$ cat src/rtl/hdmi_rd_scheduler_pkg.sv
// +----------------------------------------------------------------------+
// | hdmi_rd_scheduler_pkg : shared HDMI read-path types and constants    |
// | Rev 1.0                                                              |
// +----------------------------------------------------------------------+
`default_nettype none

package hdmi_rd_scheduler_pkg;

  typedef enum logic [2:0] {
    ST_IDLE  = 3'd0,
    ST_DRAIN = 3'd1,
    ST_FLUSH = 3'd2,
    ST_FILL  = 3'd3,
    ST_REQ   = 3'd4,
    ST_DONE  = 3'd5
  } rd_state_t;

  // RGB565 word width, shared with the pixel FIFO and hdmi top
  localparam int unsigned C_PIX_W         = 16;
  localparam int unsigned C_BYTES_PER_PIX = C_PIX_W / 8;
  localparam int unsigned C_INFLIGHT_W    = 13;
  localparam int unsigned C_LEVEL_W       = 12;
  localparam int unsigned C_LEN_W         = 8;

  function automatic int unsigned calc_total(input int unsigned h, input int unsigned v,
                                             input int unsigned b);
    return (h * v) / b;
  endfunction

  function automatic int unsigned calc_addr_inc(input int unsigned b);
    return b * C_BYTES_PER_PIX;
  endfunction

  localparam int unsigned C_TOTAL_DEFAULT    = calc_total(1280, 1024, 64);
  localparam int unsigned C_ADDR_INC_DEFAULT = calc_addr_inc(64);

endpackage

`default_nettype wire

$ cat src/rtl/hdmi_rd_scheduler_if.sv
// +----------------------------------------------------------------------+
// | hdmi_rd_scheduler_if : DDR3 read request bus and pixel FIFO status   |
// | Rev 1.0                                                              |
// +----------------------------------------------------------------------+
`default_nettype none

interface hdmi_rd_scheduler_if #(
  parameter int ADDR_W = 28
) ();
  import hdmi_rd_scheduler_pkg::*;

  logic                 O_Rd_Req;
  logic                 I_Rd_Ack;
  logic [ADDR_W-1:0]    O_Rd_Addr;
  logic [C_LEN_W-1:0]   O_Rd_Len;
  logic                 I_Rd_Data_Valid;
  logic [C_LEVEL_W-1:0] I_Fifo_Level;
  logic                 I_Fifo_Empty;
  logic                 O_Fifo_Flush;

  modport master (
    output O_Rd_Req, O_Rd_Addr, O_Rd_Len, O_Fifo_Flush,
    input  I_Rd_Ack, I_Rd_Data_Valid, I_Fifo_Level, I_Fifo_Empty
  );

  modport slave (
    input  O_Rd_Req, O_Rd_Addr, O_Rd_Len, O_Fifo_Flush,
    output I_Rd_Ack, I_Rd_Data_Valid, I_Fifo_Level, I_Fifo_Empty
  );

endinterface

`default_nettype wire

$ cat src/rtl/hdmi_rd_scheduler_rd_credit_cnt.sv
// +----------------------------------------------------------------------+
// | rd_credit_cnt : words requested but not yet returned, floored at 0   |
// | Rev 1.0                                                              |
// +----------------------------------------------------------------------+
`default_nettype none

module rd_credit_cnt #(
  parameter int CNT_W = 13,
  parameter int INC   = 64
) (
  input  wire              clk,
  input  wire              rst,
  input  wire              i_add,
  input  wire              i_sub,
  output logic [CNT_W-1:0] o_count
);

  localparam logic [CNT_W-1:0] c_inc = CNT_W'(INC);
  localparam logic [CNT_W-1:0] c_one = CNT_W'(1);

  logic [CNT_W-1:0] r_count;

  always_ff @(posedge clk or posedge rst) begin
    if (rst) begin
      r_count <= '0;
    end else if (i_add && i_sub) begin
      r_count <= r_count + c_inc - c_one;
    end else if (i_add) begin
      r_count <= r_count + c_inc;
    end else if (i_sub && (r_count != '0)) begin
      r_count <= r_count - c_one;
    end
  end

  assign o_count = r_count;

endmodule

`default_nettype wire

$ cat src/rtl/hdmi_rd_scheduler.sv
// +----------------------------------------------------------------------+
// | hdmi_rd_scheduler : credit-throttled frame-buffer read sequencer     |
// | Rev 1.0                                                              |
// +----------------------------------------------------------------------+
`default_nettype none

module hdmi_rd_scheduler
  import hdmi_rd_scheduler_pkg::*;
#(
  parameter int              H_ActiveSize = 1280,
  parameter int              V_ActiveSize = 1024,
  parameter int              BURST_LEN    = 64,
  parameter int              FIFO_DEPTH   = 2048,
  parameter int              ADDR_W       = 28,
  parameter logic [ADDR_W-1:0] FRAME_BASE0 = 28'h000_0000,
  parameter logic [ADDR_W-1:0] FRAME_BASE1 = 28'h080_0000
) (
  input  wire                  Pixl_CLK,
  input  wire                  Rst_Posedge,
  input  wire                  I_Pre_Vsync,
  input  wire                  I_Pre_De,
  input  wire                  I_Wr_Frame_Done,
  input  wire                  I_Wr_Frame_Idx,
  hdmi_rd_scheduler_if.master  rd_if,
  output logic                 O_Rd_Frame_Idx,
  output logic                 O_Underflow
);

  localparam int unsigned C_TOTAL    = calc_total(H_ActiveSize, V_ActiveSize, BURST_LEN);
  localparam int unsigned C_ADDR_INC = calc_addr_inc(BURST_LEN);
  localparam int          C_BURST_W  = $clog2(C_TOTAL + 1);

  localparam logic [C_BURST_W-1:0] c_total      = C_BURST_W'(C_TOTAL);
  localparam logic [C_BURST_W-1:0] c_burst_one  = C_BURST_W'(1);
  localparam logic [ADDR_W-1:0]    c_addr_inc   = ADDR_W'(C_ADDR_INC);
  localparam logic [13:0]          c_credit_lim = 14'(FIFO_DEPTH - BURST_LEN);

  // A frame must fit between the two buffer bases and lines must be whole bursts
  if ((64'(C_TOTAL) * 64'(C_ADDR_INC) > (64'(FRAME_BASE1) - 64'(FRAME_BASE0))) ||
      ((H_ActiveSize % BURST_LEN) != 0)) begin : g_cfg_err
    $error("hdmi_rd_scheduler: frame does not fit buffer spacing or BURST_LEN does not divide line");
  end

  rd_state_t              r_state;
  logic                   r_vsync_d;
  logic                   r_frame_start;
  logic                   r_fs_pending;
  logic                   r_last_done_idx;
  logic                   r_seen_frame;
  logic                   r_uf_armed;
  logic                   r_underflow;
  logic                   r_rd_req;
  logic [ADDR_W-1:0]      r_rd_addr;
  logic [C_LEN_W-1:0]     r_rd_len;
  logic                   r_fifo_flush;
  logic                   r_rd_frame_idx;
  logic [C_BURST_W-1:0]   r_burst_cnt;

  logic [C_INFLIGHT_W-1:0] w_inflight;
  logic                    w_ack;
  logic                    w_credit_ok;
  logic [ADDR_W-1:0]       w_addr_next;

  assign w_ack       = (r_state == ST_REQ) && rd_if.I_Rd_Ack;
  assign w_credit_ok = ({2'b00, rd_if.I_Fifo_Level} + {1'b0, w_inflight}) <= c_credit_lim;
  assign w_addr_next = (r_rd_frame_idx ? FRAME_BASE1 : FRAME_BASE0)
                     + ADDR_W'(r_burst_cnt) * c_addr_inc;

  rd_credit_cnt #(
    .CNT_W (C_INFLIGHT_W),
    .INC   (BURST_LEN)
  ) u_credit (
    .clk     (Pixl_CLK),
    .rst     (Rst_Posedge),
    .i_add   (w_ack),
    .i_sub   (rd_if.I_Rd_Data_Valid),
    .o_count (w_inflight)
  );

  always_ff @(posedge Pixl_CLK or posedge Rst_Posedge) begin
    if (Rst_Posedge) begin
      r_vsync_d       <= 1'b0;
      r_frame_start   <= 1'b0;
      r_last_done_idx <= 1'b0;
      r_seen_frame    <= 1'b0;
      r_uf_armed      <= 1'b0;
      r_underflow     <= 1'b0;
    end else begin
      r_vsync_d     <= I_Pre_Vsync;
      r_frame_start <= I_Pre_Vsync && !r_vsync_d;
      if (I_Wr_Frame_Done) begin
        r_last_done_idx <= I_Wr_Frame_Idx;
      end
      // Underflow is only meaningful once the first full frame has been fetched
      if (r_frame_start) begin
        r_seen_frame <= 1'b1;
        if (r_seen_frame) begin
          r_uf_armed <= 1'b1;
        end
      end
      if (r_uf_armed && I_Pre_De && rd_if.I_Fifo_Empty) begin
        r_underflow <= 1'b1;
      end
    end
  end

  always_ff @(posedge Pixl_CLK or posedge Rst_Posedge) begin
    if (Rst_Posedge) begin
      r_state        <= ST_IDLE;
      r_rd_req       <= 1'b0;
      r_rd_addr      <= '0;
      r_rd_len       <= C_LEN_W'(BURST_LEN);
      r_fifo_flush   <= 1'b0;
      r_rd_frame_idx <= 1'b0;
      r_burst_cnt    <= '0;
      r_fs_pending   <= 1'b0;
    end else begin
      r_fifo_flush <= 1'b0;
      case (r_state)
        ST_IDLE: begin
          if (r_frame_start) begin
            r_state <= ST_DRAIN;
          end
        end
        ST_DRAIN: begin
          if (w_inflight == '0) begin
            r_state      <= ST_FLUSH;
            r_fifo_flush <= 1'b1;
          end
        end
        ST_FLUSH: begin
          r_rd_frame_idx <= I_Wr_Frame_Done ? I_Wr_Frame_Idx : r_last_done_idx;
          r_burst_cnt    <= '0;
          r_fs_pending   <= 1'b0;
          r_state        <= ST_FILL;
        end
        ST_FILL: begin
          if (r_frame_start) begin
            r_state <= ST_DRAIN;
          end else if (r_burst_cnt == c_total) begin
            r_state <= ST_DONE;
          end else if (w_credit_ok) begin
            r_state   <= ST_REQ;
            r_rd_req  <= 1'b1;
            r_rd_addr <= w_addr_next;
          end
        end
        ST_REQ: begin
          // The request is never withdrawn; a frame start here waits for the ack
          if (rd_if.I_Rd_Ack) begin
            r_rd_req     <= 1'b0;
            r_burst_cnt  <= r_burst_cnt + c_burst_one;
            r_fs_pending <= 1'b0;
            r_state      <= (r_fs_pending || r_frame_start) ? ST_DRAIN : ST_FILL;
          end else if (r_frame_start) begin
            r_fs_pending <= 1'b1;
          end
        end
        ST_DONE: begin
          if (r_frame_start) begin
            r_state <= ST_DRAIN;
          end
        end
        default: begin
          r_state  <= ST_IDLE;
          r_rd_req <= 1'b0;
        end
      endcase
    end
  end

  assign rd_if.O_Rd_Req     = r_rd_req;
  assign rd_if.O_Rd_Addr    = r_rd_addr;
  assign rd_if.O_Rd_Len     = r_rd_len;
  assign rd_if.O_Fifo_Flush = r_fifo_flush;
  assign O_Rd_Frame_Idx     = r_rd_frame_idx;
  assign O_Underflow        = r_underflow;

endmodule

`default_nettype wire
$ cat src/flat_wrapper.sv
// flat-port wrapper written by rule: the top's interface ports become plain ports
module hdmi_rd_scheduler_flat import hdmi_rd_scheduler_pkg::*;
#(
  parameter int              H_ActiveSize = 1280,
  parameter int              V_ActiveSize = 1024,
  parameter int              BURST_LEN    = 64,
  parameter int              FIFO_DEPTH   = 2048,
  parameter int              ADDR_W       = 28,
  parameter logic [ADDR_W-1:0] FRAME_BASE0 = 28'h000_0000,
  parameter logic [ADDR_W-1:0] FRAME_BASE1 = 28'h080_0000
)
  (Pixl_CLK, Rst_Posedge, I_Pre_Vsync, I_Pre_De, I_Wr_Frame_Done, I_Wr_Frame_Idx, O_Rd_Frame_Idx, O_Underflow, rd_if_O_Rd_Req, rd_if_O_Rd_Addr, rd_if_O_Rd_Len, rd_if_O_Fifo_Flush, rd_if_I_Rd_Ack, rd_if_I_Rd_Data_Valid, rd_if_I_Fifo_Level, rd_if_I_Fifo_Empty);
  hdmi_rd_scheduler_if #(.ADDR_W(ADDR_W)) rd_if_i ();
  input  wire Pixl_CLK;
  input  wire Rst_Posedge;
  input  wire I_Pre_Vsync;
  input  wire I_Pre_De;
  input  wire I_Wr_Frame_Done;
  input  wire I_Wr_Frame_Idx;
  output logic O_Rd_Frame_Idx;
  output logic O_Underflow;
  output wire logic [$bits(rd_if_i.O_Rd_Req)-1:0] rd_if_O_Rd_Req;
  output wire logic [$bits(rd_if_i.O_Rd_Addr)-1:0] rd_if_O_Rd_Addr;
  output wire logic [$bits(rd_if_i.O_Rd_Len)-1:0] rd_if_O_Rd_Len;
  output wire logic [$bits(rd_if_i.O_Fifo_Flush)-1:0] rd_if_O_Fifo_Flush;
  input wire logic [$bits(rd_if_i.I_Rd_Ack)-1:0] rd_if_I_Rd_Ack;
  input wire logic [$bits(rd_if_i.I_Rd_Data_Valid)-1:0] rd_if_I_Rd_Data_Valid;
  input wire logic [$bits(rd_if_i.I_Fifo_Level)-1:0] rd_if_I_Fifo_Level;
  input wire logic [$bits(rd_if_i.I_Fifo_Empty)-1:0] rd_if_I_Fifo_Empty;
  assign rd_if_O_Rd_Req = rd_if_i.O_Rd_Req;
  assign rd_if_O_Rd_Addr = rd_if_i.O_Rd_Addr;
  assign rd_if_O_Rd_Len = rd_if_i.O_Rd_Len;
  assign rd_if_O_Fifo_Flush = rd_if_i.O_Fifo_Flush;
  assign rd_if_i.I_Rd_Ack = rd_if_I_Rd_Ack;
  assign rd_if_i.I_Rd_Data_Valid = rd_if_I_Rd_Data_Valid;
  assign rd_if_i.I_Fifo_Level = rd_if_I_Fifo_Level;
  assign rd_if_i.I_Fifo_Empty = rd_if_I_Fifo_Empty;
  hdmi_rd_scheduler #(.H_ActiveSize(H_ActiveSize), .V_ActiveSize(V_ActiveSize), .BURST_LEN(BURST_LEN), .FIFO_DEPTH(FIFO_DEPTH), .ADDR_W(ADDR_W), .FRAME_BASE0(FRAME_BASE0), .FRAME_BASE1(FRAME_BASE1)) u_core (.Pixl_CLK(Pixl_CLK), .Rst_Posedge(Rst_Posedge), .I_Pre_Vsync(I_Pre_Vsync), .I_Pre_De(I_Pre_De), .I_Wr_Frame_Done(I_Wr_Frame_Done), .I_Wr_Frame_Idx(I_Wr_Frame_Idx), .rd_if(rd_if_i), .O_Rd_Frame_Idx(O_Rd_Frame_Idx), .O_Underflow(O_Underflow));
endmodule
$ cat config.mk
export PLATFORM = sky130hd
export DESIGN_NAME = hdmi_rd_scheduler_flat
export DESIGN_NICKNAME = d
export VERILOG_FILES = /design/src/rtl/hdmi_rd_scheduler_pkg.sv /design/src/rtl/hdmi_rd_scheduler_if.sv /design/src/rtl/hdmi_rd_scheduler_rd_credit_cnt.sv /design/src/rtl/hdmi_rd_scheduler.sv /design/src/flat_wrapper.sv
export SDC_FILE = /design/constraint.sdc
export NUM_CORES = 1
export LEC_CHECK = 0
export ABC_AREA = 1
export CAP_MARGIN = 40
export CORE_ASPECT_RATIO = 0.5
export CORE_UTILIZATION = 60
export CTS_BUF_LIST = sky130_fd_sc_hd__clkbuf_2 sky130_fd_sc_hd__clkbuf_4 sky130_fd_sc_hd__clkbuf_8
export CTS_CLUSTER_DIAMETER = 50
export DETAILED_ROUTE_END_ITERATION = 12
export HOLD_SLACK_MARGIN = 0.03
export PLACE_DENSITY = 0.89
export REMOVE_ABC_BUFFERS = 1
export SLEW_MARGIN = 0
export SYNTH_ARGS = -nofsm -noshare
export SYNTH_HDL_FRONTEND = slang
export SYNTH_SLANG_ARGS = --single-unit
$ cat constraint.sdc
create_clock -name Pixl_CLK -period 5.32 [get_ports Pixl_CLK]
set_clock_uncertainty 0.1 [all_clocks]
set_input_delay 1.33 -clock Pixl_CLK [delete_from_list [all_inputs] [get_ports Pixl_CLK]]
set_output_delay 1.33 -clock Pixl_CLK [all_outputs]
set_load 0.1 [all_outputs]
# After elaboration in Yosys (flattened, before gate mapping)
# Index checks and enable logic that the tools add are counted.
totals:
  wordCells: 84
  input_bits: 21
  out_inout_bits: 40
  reg_bits: 69
classes:
  n_eq_ne: 14
  reduce_logical: 21
  mux: 25
  n_lt_le_gt_ge: 1
  addsub: 6
  n_bitwise: 3
op_table:
  columns: ["cell", "count"]
  rows:
  - ["2-to-1 mux 13 bit", 3]
  - ["one-hot mux 15 bit (2 select lines)", 1]
  - ["adder 28 x 22 -> 28 bit", 1]
  - ["subtractor 13 x 1 -> 13 bit, second input constant", 2]
  - ["2-to-1 mux 24 bit", 1]
  - ["2-to-1 mux 3 bit", 6]
  - ["adder 15 x 1 -> 15 bit, second input constant", 1]
  - ["equality test 15 bit, second input constant", 1]
  - ["2-to-1 mux 15 bit", 1]
  - ["one-hot mux 3 bit (5 select lines)", 1]
  - ["adder 12 x 13 -> 14 bit", 1]
  - ["<= comparator 14 x 11 -> 1 bit, second input constant", 1]
  - ["adder 13 x 7 -> 13 bit, second input constant", 1]
  - ["logical NOT 13 bit", 1]
  - ["nonzero test 13 bit", 1]
  - ["2-to-1 mux 1 bit", 9]
  - ["AND reduction 4 bit", 2]
  - ["equality test 3 x 2 -> 1 bit, second input constant", 2]
  - ["equality test 3 bit, second input constant", 2]
  - ["logical AND 1 bit", 6]
  - ["inequality test 2 x 1 -> 1 bit, second input constant", 3]
  - ["inequality test 2 bit, second input constant", 3]
  - ["AND reduction 2 bit", 3]
  - ["AND reduction 5 bit", 1]
  - ["14 further kinds", 16]

# Logic depth before layout (Yosys ltp)
logic_depth:
  depth_word: 6
  depth_mapped: 17
  depth_no_buf: 17

# Cells and area by module
# Synthesis repeated with hierarchy kept, for this count alone.
unflattened:
  cells_unflattened: 641
  hier_area_um2: 4510.6
by_module_without_submodules:
  columns: ["mod", "area_each_um2", "instances", "cells_per_inst", "seq_area_each_um2"]
  rows:
  - ["hdmi_rd_scheduler", 3248.1, 1, 443, 1101.1]
  - ["rd_credit_cnt", 1262.5, 1, 198, 325.3]

# Worst setup path before layout
# No wires, ideal clock.
synth_timing:
  kind: "input -> register"
  startpoint: "in rd_if_I_Fifo_Level[0]"
  endpoint: "reg u_core.r_rd_addr[19] (netlist: u_core.rd_if.O_Rd_Addr[19])"
  setup_time_ps: 125
  path_slack_ps: 2074
  arrival_ps: 3022
  path_stages: 15
  path_buffers: 1
  t_required_ps: 5095
  path_cell_list: "ha_1 > fa_1 > nand3_1 > nand2_2 > nand2_1 > nand2_1 > nand2_1 > nand2_1 > a21oi_1 > nand3_2 > nand2_4 > nor2_8 > buf_8 > nand2_1 > nand2_1"
synth_via:
  elab_chain_len: 3
synth_lines:
  columns: ["element", "line_no", "source"]
  rows:
  - ["from (decl)", "flat_wrapper.sv:28", "input wire logic [$bits(rd_if_i.I_Fifo_Level)-1:0] rd_if_I_Fifo_Level;"]
  - ["adder 12 x 13 -> 14 bit", "hdmi_rd_scheduler.sv:65", "assign w_credit_ok = ({2'b00, rd_if.I_Fifo_Level} + {1'b0, w_inflight}) <= c_credit_lim;"]
  - ["<= comparator 14 x 11 -> 1 bit", "hdmi_rd_scheduler.sv:65", null]
  - ["AND reduction 4 bit (no line)", null, null]
  - ["to (signal assigned)", "hdmi_rd_scheduler.sv:145", "r_rd_addr <= w_addr_next;"]
  - ["to (decl)", "hdmi_rd_scheduler.sv:53", "logic [ADDR_W-1:0] r_rd_addr;"]
# Every way passes these cells.
# A chain may end at the register's enable or synchronous reset.

# Worst setup path in the final report
layout_timing:
  startpoint: "in rd_if_I_Fifo_Level[0]"
  endpoint: "reg u_core.r_rd_addr[11] (netlist: u_core.rd_if.O_Rd_Addr[11])"
# The elaborated chain is that of the path after synthesis.

==> impl_metrics.env <==
export IMPL_maxCapViolations=0
export IMPL_power_w=0.00234
export IMPL_seqPwrFrac_pct=27.7
export IMPL_yosysWarningCount=8
export IMPL_post_cts_resized=0
export IMPL_drtPass1Iterations=6
export IMPL_core_area_um2=6330
export IMPL_fp_row_count=20
export IMPL_syn_area_um2=4100
export IMPL_overflow=0
export IMPL_place_ws_ns=1.41
export IMPL_antenna_cells=0
export IMPL_clock_latency_ns=0.36
export IMPL_p_sw_w=0.00116
export IMPL_hold_buffers=0
export IMPL_ir_worst_vdd_v=0.000341
export IMPL_ioPinCount=61
export IMPL_ys_ff_latch=57
export IMPL_ys_seq_area_share_pct=34.8
export IMPL_grt_pass1_vias=3792
export IMPL_crit_chain="clkdlybuf4s50_1 > ha_1 > fa_1 > nand3_1 > nand2_2 > nand3_1 > nand3_1 > nand2_1 > nand3_1 > nor2_4 > nand2_4 > nor2_8 > nand2_1 > nand2_1"
export IMPL_cts_sinks=57
export IMPL_final_cell_mix="144 x nand2_1, 78 x inv_1, 57 x dfrtp_1"
export IMPL_power_density_nw_per_um2=468
export IMPL_setup_slack_ns=1.73
export IMPL_tightestPinTransition_ns=0.822
export IMPL_grt_max_degree=35
export IMPL_cp_common_cell="nand3_1"
export IMPL_slew_viol_final=0
export IMPL_dieWidth_um=119
export IMPL_fillers=426
export IMPL_max_freq_mhz=278
export IMPL_path_clk_slew_ns=0.07
export IMPL_p_sw_share_pct=49.5
export IMPL_vias_per_cell=5.55
export IMPL_routed_wirelength_mm=10.5
export IMPL_layout_commonest_cell="nand2_1"
export IMPL_synth_top_area_share_pct=34.8
export IMPL_final_cells=731
export IMPL_combPwrFrac_pct=52.3
export IMPL_ant_nets=0
export IMPL_num_nets_final=678
export IMPL_drt_initial_drc_count=373
export IMPL_synth_cell_types=44
export IMPL_cts_buffer_depth=2
export IMPL_post_cts_setup_buffer_count=0
export IMPL_die_area_um2=7180
export IMPL_worstPathRequired_ns=5.52
export IMPL_grt_pass1_wl_mm=17.4
export IMPL_crit_type="input port to register"
export IMPL_slowest_delay_ns=0.43
export IMPL_grtUsageTotal_pct=31.5
export IMPL_vias=4056
export IMPL_cp_end_kind="register"
export IMPL_place_gp_congestion=0.925
export IMPL_fin_crit_ns=3.59
export IMPL_critPathLaunchType="input port"
export IMPL_io_buffers=40
export IMPL_yosys_area_top_type="dfrtp_1"
export IMPL_crit_fanout=18
export IMPL_fin_crit_sh_pct=67.5
export IMPL_wl_per_cell_um=14.3
export IMPL_cts_buffers=9
export IMPL_htreeDepth=3
export IMPL_relSlewSlack_pct=45.1
export IMPL_cts_tree="done"
export IMPL_dp_cells=715
export IMPL_setup_violations=0
export IMPL_synth_edf_count=0
export IMPL_arrival_ns=3.79
export IMPL_hold_class="register to register"
export IMPL_synth_avg_cell_area_um2=7.12
export IMPL_synth_ff_type="dfrtp_1"
export IMPL_initial_utilization_pct=64.7
export IMPL_cp_slowest_cell="fa_1"
export IMPL_netlist_top_cells_area="dfrtp_1 35%, nand2_1 13%, inv_1 7.2%"
export IMPL_synthCells=575
export IMPL_clkPwrFrac_pct=20.1
export IMPL_die_h_um=60.4
export IMPL_fin_setup_tns_ns=0
export IMPL_route_detailed_drc=0
export IMPL_rsz0062_at_grt="false"
export IMPL_layout_drive_gt1_share_pct=10.9
export IMPL_syn2layout_area_growth_pct=22.3
export IMPL_cts_root_buffer="clkbuf_8"
export IMPL_antenna_found_initial=0
export IMPL_p_leak_nw=2.57
export IMPL_async_flop_share_pct=100
export IMPL_intPower_w=0.00118
export IMPL_dp_hpwl_mm=7.31
export IMPL_status="finished clean"
export IMPL_hold_viol=0
[power groups by stage]
stage | combinational, W | sequential (W) | clock, W
floorplan | 0.000789 | 0.000737 | 0
finish | 0.00122 | 0.000648 | 0.000470
global route | 0.00135 | 0.000662 | 0.000490
detailed placement | 0.00119 | 0.000651 | 0
CTS | 0.00121 | 0.000644 | 0.000470
global placement | 0.00110 | 0.000643 | 0
[cell families after synthesis]
family	Yosys count	share of synthesized area (%)
buf+inv	112	12.6
flops	57	34.8
compound gates	82	11.3
fa+ha+maj	19	5.99
xor+xnor	12	2.57
mux	1	0.275
other cells	1	0.0916
simple gates	291	32.3
[flip-flops by register name, indices dropped and copies added (netlist names)]
signal	cells
u_core.O_Rd_Frame_Idx	1
u_core.O_Underflow	1
u_core.r_burst_cnt	15
u_core.r_frame_start	1
u_core.r_fs_pending	1
u_core.r_last_done_idx	1
u_core.r_seen_frame	1
u_core.r_state	3
u_core.r_uf_armed	1
u_core.r_vsync_d	1
u_core.rd_if.O_Fifo_Flush	1
u_core.rd_if.O_Rd_Addr	16
u_core.rd_if.O_Rd_Req	1
u_core.u_credit.o_count	13
[worst max-delay path: cells and delay by family]
family	cells	cell delay [ns]
AND/OR/NAND/NOR	11	1.34
adder cells (fa/ha/maj)	2	0.68
buffers and inverters	1	0.40
[synth_stat cells (4+ instances only)]
library cell	count
a21oi_1	22
a22oi_1	4
a31oi_1	5
buf_4	20
dfrtp_1	57
ha_1	18
inv_1	79
inv_2	5
nand2_1	144
nand2_2	9
nand3_1	43
nand4_1	11
nor2_1	51
nor3_1	14
o21ai_0	33
o21ai_1	8
xor2_1	11
[area by class of cell]
cell class	count	area (µm²)	share of cell area, %
Clock buffer	9	124	2.47
Clock inverter	7	103	2.05
Inverter	84	315	6.30
Multi-Input combinational cell	425	2220	44.4
Sequential cell	57	1430	28.5
Tap cell	88	110	2.20
Timing Repair Buffer	61	708	14.1
[stage by stage]
step                util, %  cell area [µm²]  hold WS (ns)
floorplan                 -             3960         0.276
global placement       70.8             4480         0.280
detailed placement     75.5             4780         0.296
CTS                    79.1             5010         0.306
global route           79.1             5010         0.317
finish                 79.1             5010         0.304
[layer usage]
layer	track usage [%]	routed length [µm]	share of wire (%)
met4	7.96	208	2.0
met2	57.7	5050	48
met3	7.61	729	7.0
met1	38.7	4490	43
met5	0	0	0
[worst paths after layout]
check / cells after the start / to / slack, ns / from
setup / recovery: 14 / u_core.rd_if.O_Rd_Addr[11] / 1.73 / rd_if_I_Fifo_Level[0]
hold / removal: 1 / u_core.r_frame_start / 0.30 / u_core.r_vsync_d
setup reg to reg: 13 / u_core.rd_if.O_Rd_Addr[11] / 2.65 / u_core.u_credit.o_count[0]
hold reg to reg: 1 / u_core.r_frame_start / 0.30 / u_core.r_vsync_d
max in group asynchronous: 3 / u_core.r_burst_cnt[14] / 3.09 / Rst_Posedge
min in group asynchronous: 2 / u_core.r_burst_cnt[1] / 1.22 / Rst_Posedge
No activity file was read; power rests on OpenSTA's default activity.
